--- src/rtl/core_sequencer.sv ---
// -----------------------------------------------------------------------------
// core_sequencer
//
// Multi-cycle control sequencer for the PISA core. It owns the instruction
// pointer and walks each instruction through FETCH, DECODE, optional MEMORY,
// EXECUTE and WRITEBACK. Bus accesses use a ready handshake with wait states
// and a bus timeout that traps into HALT. HALT is left through `resume`.
// The block also counts retired instructions.
//
// Ports:
//   clk           in   clock; all state updates on the rising edge
//   rst           in   asynchronous reset, active low
//   enable_step   in   advance enable; when 0, all state holds
//   mem_ready     in   bus completes the current access this cycle
//   insn_refetch  in   DECODE feedback: another fetch word is needed
//   mem_access    in   DECODE feedback: a MEMORY phase is needed
//   mem_addr_in   in   data address, captured in DECODE
//   halt_req      in   EXECUTE feedback: the instruction is a halt
//   jump_taken    in   EXECUTE feedback: the jump condition is true
//   jump_target   in   new ip when jump_taken
//   resume        in   leave HALT
//   state         out  FETCH=0 DECODE=1 MEMORY=2 EXECUTE=3 WRITEBACK=4 HALT=5
//   ip            out  instruction pointer
//   bus_req       out  bus access active (FETCH or MEMORY)
//   bus_addr      out  ip in FETCH, latched data address in MEMORY, else 0
//   wb_en         out  register writeback strobe
//   bus_timeout   out  sticky bus timeout flag, cleared by resume
//   retired_count out  number of completed instructions (wraps)
// -----------------------------------------------------------------------------
module core_sequencer #(
    parameter int                ADDR_W       = 32,
    parameter logic [ADDR_W-1:0] RESET_VECTOR = '0,
    parameter int                INSN_BYTES   = 4,
    parameter int                TIMEOUT      = 255,
    parameter int                CNT_W        = 32
) (
    input  logic              clk,
    input  logic              rst,
    input  logic              enable_step,
    input  logic              mem_ready,
    input  logic              insn_refetch,
    input  logic              mem_access,
    input  logic [ADDR_W-1:0] mem_addr_in,
    input  logic              halt_req,
    input  logic              jump_taken,
    input  logic [ADDR_W-1:0] jump_target,
    input  logic              resume,
    output logic [2:0]        state,
    output logic [ADDR_W-1:0] ip,
    output logic              bus_req,
    output logic [ADDR_W-1:0] bus_addr,
    output logic              wb_en,
    output logic              bus_timeout,
    output logic [CNT_W-1:0]  retired_count
);

    // A disabled timeout still needs a one-bit counter to keep widths legal.
    localparam int WAIT_W  = (TIMEOUT > 0) ? $clog2(TIMEOUT + 1) : 1;
    localparam int TO_LAST = (TIMEOUT > 0) ? TIMEOUT - 1 : 0;

    typedef enum logic [2:0] {
        S_FETCH     = 3'd0,
        S_DECODE    = 3'd1,
        S_MEMORY    = 3'd2,
        S_EXECUTE   = 3'd3,
        S_WRITEBACK = 3'd4,
        S_HALT      = 3'd5
    } state_t;

    state_t              state_q;
    state_t              state_d;
    logic [ADDR_W-1:0]   ip_q;
    logic [ADDR_W-1:0]   addr_q;
    logic [WAIT_W-1:0]   wait_q;
    logic                timeout_q;
    logic [CNT_W-1:0]    count_q;
    logic                timeout_hit;

    // Last permitted wait cycle of a bus access with ready still low.
    assign timeout_hit = (TIMEOUT > 0) && (wait_q == WAIT_W'(TO_LAST));

    // State register
    always_ff @(posedge clk or negedge rst) begin
        if (!rst) begin
            state_q <= S_FETCH;
        end else if (enable_step) begin
            state_q <= state_d;
        end
    end

    // Next-state logic
    always_comb begin
        state_d = state_q;
        case (state_q)
            S_FETCH: begin
                if (mem_ready)        state_d = S_DECODE;
                else if (timeout_hit) state_d = S_HALT;
            end
            S_DECODE: begin
                if (insn_refetch)     state_d = S_FETCH;
                else if (mem_access)  state_d = S_MEMORY;
                else                  state_d = S_EXECUTE;
            end
            S_MEMORY: begin
                if (mem_ready)        state_d = S_EXECUTE;
                else if (timeout_hit) state_d = S_HALT;
            end
            S_EXECUTE: begin
                if (halt_req)         state_d = S_HALT;
                else                  state_d = S_WRITEBACK;
            end
            S_WRITEBACK:              state_d = S_FETCH;
            S_HALT: begin
                if (resume)           state_d = S_FETCH;
            end
            default:                  state_d = S_FETCH;
        endcase
    end

    // Instruction pointer, data address latch, wait counter, flags, counter
    always_ff @(posedge clk or negedge rst) begin
        if (!rst) begin
            ip_q      <= RESET_VECTOR;
            addr_q    <= '0;
            wait_q    <= '0;
            timeout_q <= 1'b0;
            count_q   <= '0;
        end else if (enable_step) begin
            case (state_q)
                S_FETCH: begin
                    if (mem_ready) begin
                        ip_q   <= ip_q + ADDR_W'(INSN_BYTES);
                        wait_q <= '0;
                    end else if (timeout_hit) begin
                        timeout_q <= 1'b1;
                    end else begin
                        wait_q <= wait_q + WAIT_W'(1);
                    end
                end
                S_DECODE: begin
                    if (!insn_refetch && mem_access) addr_q <= mem_addr_in;
                end
                S_MEMORY: begin
                    if (mem_ready) begin
                        wait_q <= '0;
                    end else if (timeout_hit) begin
                        timeout_q <= 1'b1;
                    end else begin
                        wait_q <= wait_q + WAIT_W'(1);
                    end
                end
                S_EXECUTE: begin
                    // A halt leaves ip untouched even when the jump is taken.
                    if (!halt_req && jump_taken) ip_q <= jump_target;
                end
                S_WRITEBACK: begin
                    count_q <= count_q + CNT_W'(1);
                end
                S_HALT: begin
                    if (resume) begin
                        timeout_q <= 1'b0;
                        wait_q    <= '0;
                    end
                end
                default: ;
            endcase
        end
    end

    // Output logic
    always_comb begin
        bus_req  = 1'b0;
        bus_addr = '0;
        wb_en    = 1'b0;
        case (state_q)
            S_FETCH: begin
                bus_req  = 1'b1;
                bus_addr = ip_q;
            end
            S_MEMORY: begin
                bus_req  = 1'b1;
                bus_addr = addr_q;
            end
            S_WRITEBACK: wb_en = enable_step;
            default: ;
        endcase
    end

    assign state         = state_q;
    assign ip            = ip_q;
    assign bus_timeout   = timeout_q;
    assign retired_count = count_q;

endmodule

--- config.mk ---
export PLATFORM = sky130hd
export DESIGN_NAME = core_sequencer
export DESIGN_NICKNAME = d
export VERILOG_FILES = /design/src/rtl/core_sequencer.sv
export SDC_FILE = /design/constraint.sdc
export NUM_CORES = 1
export LEC_CHECK = 0
export BUFFER_PORTS_ARGS = -buffer_cell sky130_fd_sc_hd__buf_2
export CAP_MARGIN = 20
export CORE_AREA = 4 4 205 127
export CTS_CLUSTER_DIAMETER = 150
export CTS_CLUSTER_SIZE = 30
export DETAILED_ROUTE_END_ITERATION = 16
export DIE_AREA = 0 0 209 131
export SYNTH_ARGS = -nofsm -noshare
export SYNTH_HDL_FRONTEND = slang
export SYNTH_SLANG_ARGS = --single-unit
--- constraint.sdc ---
create_clock -name clk -period 5.3 [get_ports clk]
set_input_delay 0.265 -clock clk [delete_from_list [all_inputs] [get_ports clk]]
set_output_delay 0.265 -clock clk [all_outputs]
set_load 0.1 [all_outputs]
After elaboration in Yosys (flattened, before gate mapping)
Index checks and enable logic that the tools add are counted.

storage, ports and cells
  flip-flop bits (word level) = 108
  bits in latches = 0
  RAM bits = 0
  bits in read-only memories = 0
  bits of input ports = 73
  output and inout bits = 102
  word-level logic and storage cells = 57
  memories kept = 0

cells by class
  add/subtract/negate cells = 3
  multipliers = 0
  div/mod/pow operators = 0
  magnitude comparators = 0
  equality and inequality tests = 12
  shifts and indexed selects = 0
  mux-type cells = 22
  bitwise gates (word level) = 0
  reductions and logical operators = 14

operator list
  cell                   count
  $pmux 32 s2            2
  $mux 32                2
  $add 32x1->32 const B  1
  $add 32x3->32 const B  1
  $mux 8                 3
  $pmux 8 s2             1
  $pmux 3 s5             1
  $mux 3                 4
  $add 8x1->8 const B    1
  $eq 8x8->1 const B     1
  $ne 2x2->1 const B     4
  $reduce_and 4->1       2
  $mux 1                 7
  $eq 3x2->1 const B     2
  $eq 3x3->1 const B     2
  $reduce_and 5->1       1
  $reduce_and 2->1       2
  $reduce_bool 2->1      2
  $eq 3x1->1 const B     1
  $logic_not 3->1        1
  $ne 3x3->1 const B     1
  $reduce_and 3->1       1
  $logic_and 1x1->1      2
  $logic_not 1->1        2
  4 further kinds        4

Logic depth before layout (Yosys ltp)
  word-level depth = 4
  gate-level depth with buffers = 9
  gate-level depth less buffers = 6

Worst setup path before layout
Ideal clock, no wire load.

  path type = register to output
  start point = register state_q[1] (netlist: state[1])
  end point = output bus_addr[17]
  arrival = 3.454 ns
  required time = 5.035 ns
  setup slack = 1.581 ns
  cell stages (with the launch flop) = 6
  path buffers = 3
  path through = dfrtp_1 clkbuf_2 buf_1 buf_1 mux2i_1 nor2_1

between the ends
  longest elaborated chain between the ends = 2
  elaborated cells on any way between the ends = 3
  those cells by class = eq/ne (1); mux (1); reduce/logical (1)

ends and longest elaborated chain
  element                                               line  text
  start, declared                                       70    state_t state_q;
  start signal, assigned                                87    state_q <= state_d;
  $eq 3x2->1 / $logic_not 3->1 (equally long branches)  175   case (state_q)
  $pmux 32 s2 *                                         175
  end, declared                                         51    output logic [ADDR_W-1:0] bus_addr,

Every way passes the cells marked *; elsewhere a longest branch is shown, timed or not.

Worst setup path in the final report
  start point = register state_q[2] (netlist: state[2])
  end point = register ip_q[10] (netlist: ip[10])

between the ends
  longest elaborated chain between the ends = 3
  elaborated cells on any way between the ends = 7
  those cells by class = eq/ne (3); mux (1); reduce/logical (3)

ends and longest elaborated chain
  element                                                                  line  text
  $eq 3x2->1 / $logic_not 3->1 (equally long branches)                     129   case (state_q)
  $ne 2x2->1 (no source line) / $reduce_bool 2->1 (equally long branches)  n/a
  $reduce_and 4->1 (no source line)                                        n/a
  end signal, assigned                                                     132   ip_q <= ip_q + ADDR_W'(INSN_BYTES);
  end signal, assigned                                                     154   if (!halt_req && jump_taken) ip_q <= jump_target;
  end, declared                                                            72    logic [ADDR_W-1:0] ip_q;

Parallel ways exist; a longest one is shown, timed or not.
A chain may end at the register's enable or synchronous reset.

==> run_results.csv <==
group,metric,value,unit
route,num_vias,5188,
route,first_pass_iters,4,
route,topRoutingLayerUsed,"met4",
timing,max_freq,0.310,GHz
floorplan,die_area,27400,um2
clocking,clockBufferDepth,2,
clocking,postCtsSetupBuffers,0,
logic_synthesis,synth_ff_type,"dfrtp_1",
finish,fillerInstances,2576,
clocking,root_buffer,"clkbuf_16",
timing,fin_worst_skew,0.00726,ns
route,met1Wirelength,10.3,mm
logic_synthesis,postSynthAreaPerCell,9.81,um2
placement,gp_congestion,0.822,
timing,drv_slew,0,
clocking,cts-htree-levels,3,
worst_setup_path,crit_path_end_kind,"flip-flop",
worst_setup_path,start_kind,"flip-flop",
route,drt-initial-drc-count,365,
logic_synthesis,syn_inst,606,
logic_synthesis,synth_edf_count,0,
worst_setup_path,path_cells,"and3b_1 > nand4b_1 > nand2_1 > buf_4 > o2bb2a_1",
worst_setup_path,crit_path_max_fanout,26,
finish,drive_above_1_share,0.321,
timing,setup_viol,0,
job,drv_cap,0,
worst_setup_path,critPathSlowestCell,"and3b_1",
finish,final_nets,829,
grt,gr-usage-all-layers,0.144,
grt,grt_pass1_vias,4835,
worst_setup_path,cp_slowest_stage_delay,0.81,ns
worst_setup_path,crit_buf_inv,1,
clocking,cts.clk_slew.worst_paths,0.07,ns
grt,grt.overflow.total,0,
timing,fin_crit,3.22,ns
worst_setup_path,rr_worst_depth,5,
grt,grt_pass1_wl,30.0,mm
route,drc_errors,0,
route,drt-total-wl,19.9,mm
route,avgViaCountPerCell,4.80,
timing,rsz0062_at_grt,"false",
worst_setup_path,cp.depth,5,
floorplan,die_x,209,um
clocking,ctsHoldBuffers,1,
route,wl_met2,8.23,mm
route,ant_nets,0,
worst_setup_path,critPathArrivalTime,3.47,ns
logic_synthesis,ys_types,64,
worst_setup_path,cpLargestDelayFamily,"simple AND/OR/NAND/NOR gates",
finish,multi_input_area,2990,um2
route,wire_per_inst,18.5,um
run_status,status,"finished, final reports clean",
grt,grt_max_degree,63,
clocking,cts_resized,0,
logic_synthesis,seq_area_frac_synth,0.455,
placement,port_buffers,174,
min_path,worstHoldPathType,"in2reg",
timing,tns,0,ns
logic_synthesis,synth_warnings,0,
clocking,cts_buffers,9,
timing,tightest_slew,1.10,ns
logic_synthesis,syn_area,5940,um2
timing,slew_headroom,0.258,
logic_synthesis,synth-seq-cells,108,
clocking,clock_latency,0.36,ns
floorplan,io_pins,175,
placement,dp_hpwl,14.9,mm
clocking,numClockSinks,108,
floorplan,rows,44,
timing,fin_crit_sh,0.608,
finish,seqCellArea,2700,um2
worst_setup_path,worstSetupPathType,"reg2reg",
logic_synthesis,syn-num-nets,683,
min_path,hold_path_depth,2,
grt,antenna_found_initial,0,
floorplan,core_area,24000,um2
logic_synthesis,synthArstFlopShare,1.00,
worst_setup_path,worstPathRequired,5.55,ns
floorplan,start_util,0.248,
finish,area_growth,23.2,%
timing,hold_violations,0,
clocking,tritoncts,"built",
route,met3_length,1.25,mm
floorplan,die_h,131,um
[flip-flops by register name, summed over array words and instances (netlist names)]
name / cells
addr_q: 32
ip: 32
retired_count: 32
wait_q: 8
state: 3
bus_timeout: 1
[layer usage]
| metal | vias to the layer above | track usage |
|---|---|---|
| met2 | 167 | 0.201 |
| met3 | 12 | 0.0398 |
| li1 | 2495 | - |
| met4 | 0 | 0.0288 |
| met5 | - | 0 |
| met1 | 2514 | 0.221 |
[layout make-up]
| class | count | share of cell area |
|---|---|---|
| tap | 322 | 0.0550 |
| clock buffer | 13 | 0.0355 |
| sequential | 108 | 0.369 |
| antenna | 1 | 0.000342 |
| multi-input combinational | 451 | 0.408 |
| timing repair buffer | 178 | 0.124 |
| clock inverter | 3 | 0.00598 |
| inverter | 4 | 0.00205 |
[cells in the final DEF (no fill, tap or decap), drive strengths merged, types with 15 or more instances in the layout]
| cell | Yosys | final |
|---|---|---|
| a21oi | 39 | 39 |
| nand3 | 34 | 34 |
| mux2i | 33 | 33 |
| o21ai | 34 | 34 |
| dfrtp | 108 | 108 |
| buf | 23 | 177 |
| nor2 | 52 | 52 |
| nor3 | 15 | 15 |
| mux2 | 36 | 36 |
| nand2 | 49 | 49 |
| xnor2 | 25 | 25 |
| nand4 | 22 | 22 |
[cells by family (layout without fill, tap and decap cells)]
kind of cell / count (synthesis) / in the layout / share of synthesized area
AO/OA/AOI/OAI: 119 / 119 / 0.124
XOR/XNOR: 31 / 31 / 0.0457
adder cells (fa/ha/maj): 4 / 4 / 0.00842
buffers and inverters: 47 / 198 / 0.0421
flip-flops: 108 / 108 / 0.455
multiplexers: 69 / 69 / 0.124
other: 0 / 1 / 0
AND/OR/NAND/NOR: 228 / 228 / 0.202
[cells in the mapped netlist, types with 4 or more instances]
| cell | number | share of area |
|---|---|---|
| a21oi_1 | 38 | 0.032 |
| a31oi_1 | 5 | 0.0053 |
| and3_1 | 14 | 0.015 |
| and4_1 | 6 | 0.0088 |
| buf_1 | 5 | 0.0032 |
| buf_2 | 9 | 0.0076 |
| buf_6 | 7 | 0.013 |
| clkbuf_1 | 18 | 0.011 |
| dfrtp_1 | 108 | 0.45 |
| ha_1 | 4 | 0.0084 |
| inv_1 | 4 | 0.0025 |
| mux2_2 | 36 | 0.068 |
| mux2i_1 | 33 | 0.056 |
| nand2_1 | 49 | 0.031 |
| nand2b_1 | 5 | 0.0053 |
| nand3_1 | 34 | 0.029 |
| nand4_1 | 21 | 0.022 |
| nor2_1 | 52 | 0.033 |
| nor3_1 | 15 | 0.013 |
| o21ai_0 | 32 | 0.027 |
| o22ai_1 | 7 | 0.0074 |
| o31ai_1 | 5 | 0.0063 |
| or2_2 | 5 | 0.0053 |
| xnor2_1 | 25 | 0.037 |
| xor2_1 | 6 | 0.0088 |
[per-stage QoR]
step	util	instance area [um2]	hold slack (ns)	cells	setup slack (ns)
5_1_grt	0.305	7320	0.106	1079	1.82
3_5_place_dp	0.292	7010	0.337	1062	2.14
4_1_cts	0.305	7320	0.111	1079	2.12
2_1_floorplan	-	5940	-0.0306	606	1.58
3_3_place_gp	0.292	7010	0.346	1062	2.26
6_report	0.305	7320	0.130	1080	2.08
[worst paths after layout]
path                                         from           endpoint  slack [ns]
worst max-delay path                     state[2]             ip[10]        2.08
worst min-delay path              mem_addr_in[20]         addr_q[20]        0.13
worst max register to register           state[2]             ip[10]        2.08
worst min register to register  retired_count[31]  retired_count[31]        0.47
max in group asynchronous                     rst  retired_count[18]        3.52
min in group asynchronous                     rst         addr_q[27]        0.47
[worst register-to-register path, stage by stage, from the launching register on]
cell      delay, ns
dfrtp_1        0.51
and3b_1        0.81
nand4b_1       0.56
nand2_1        0.59
buf_4          0.38
o2bb2a_1       0.26
Power is left out: the tool's default activity adds up to more than one toggle a clock period on the data nets, which glitch-free logic cannot reach.
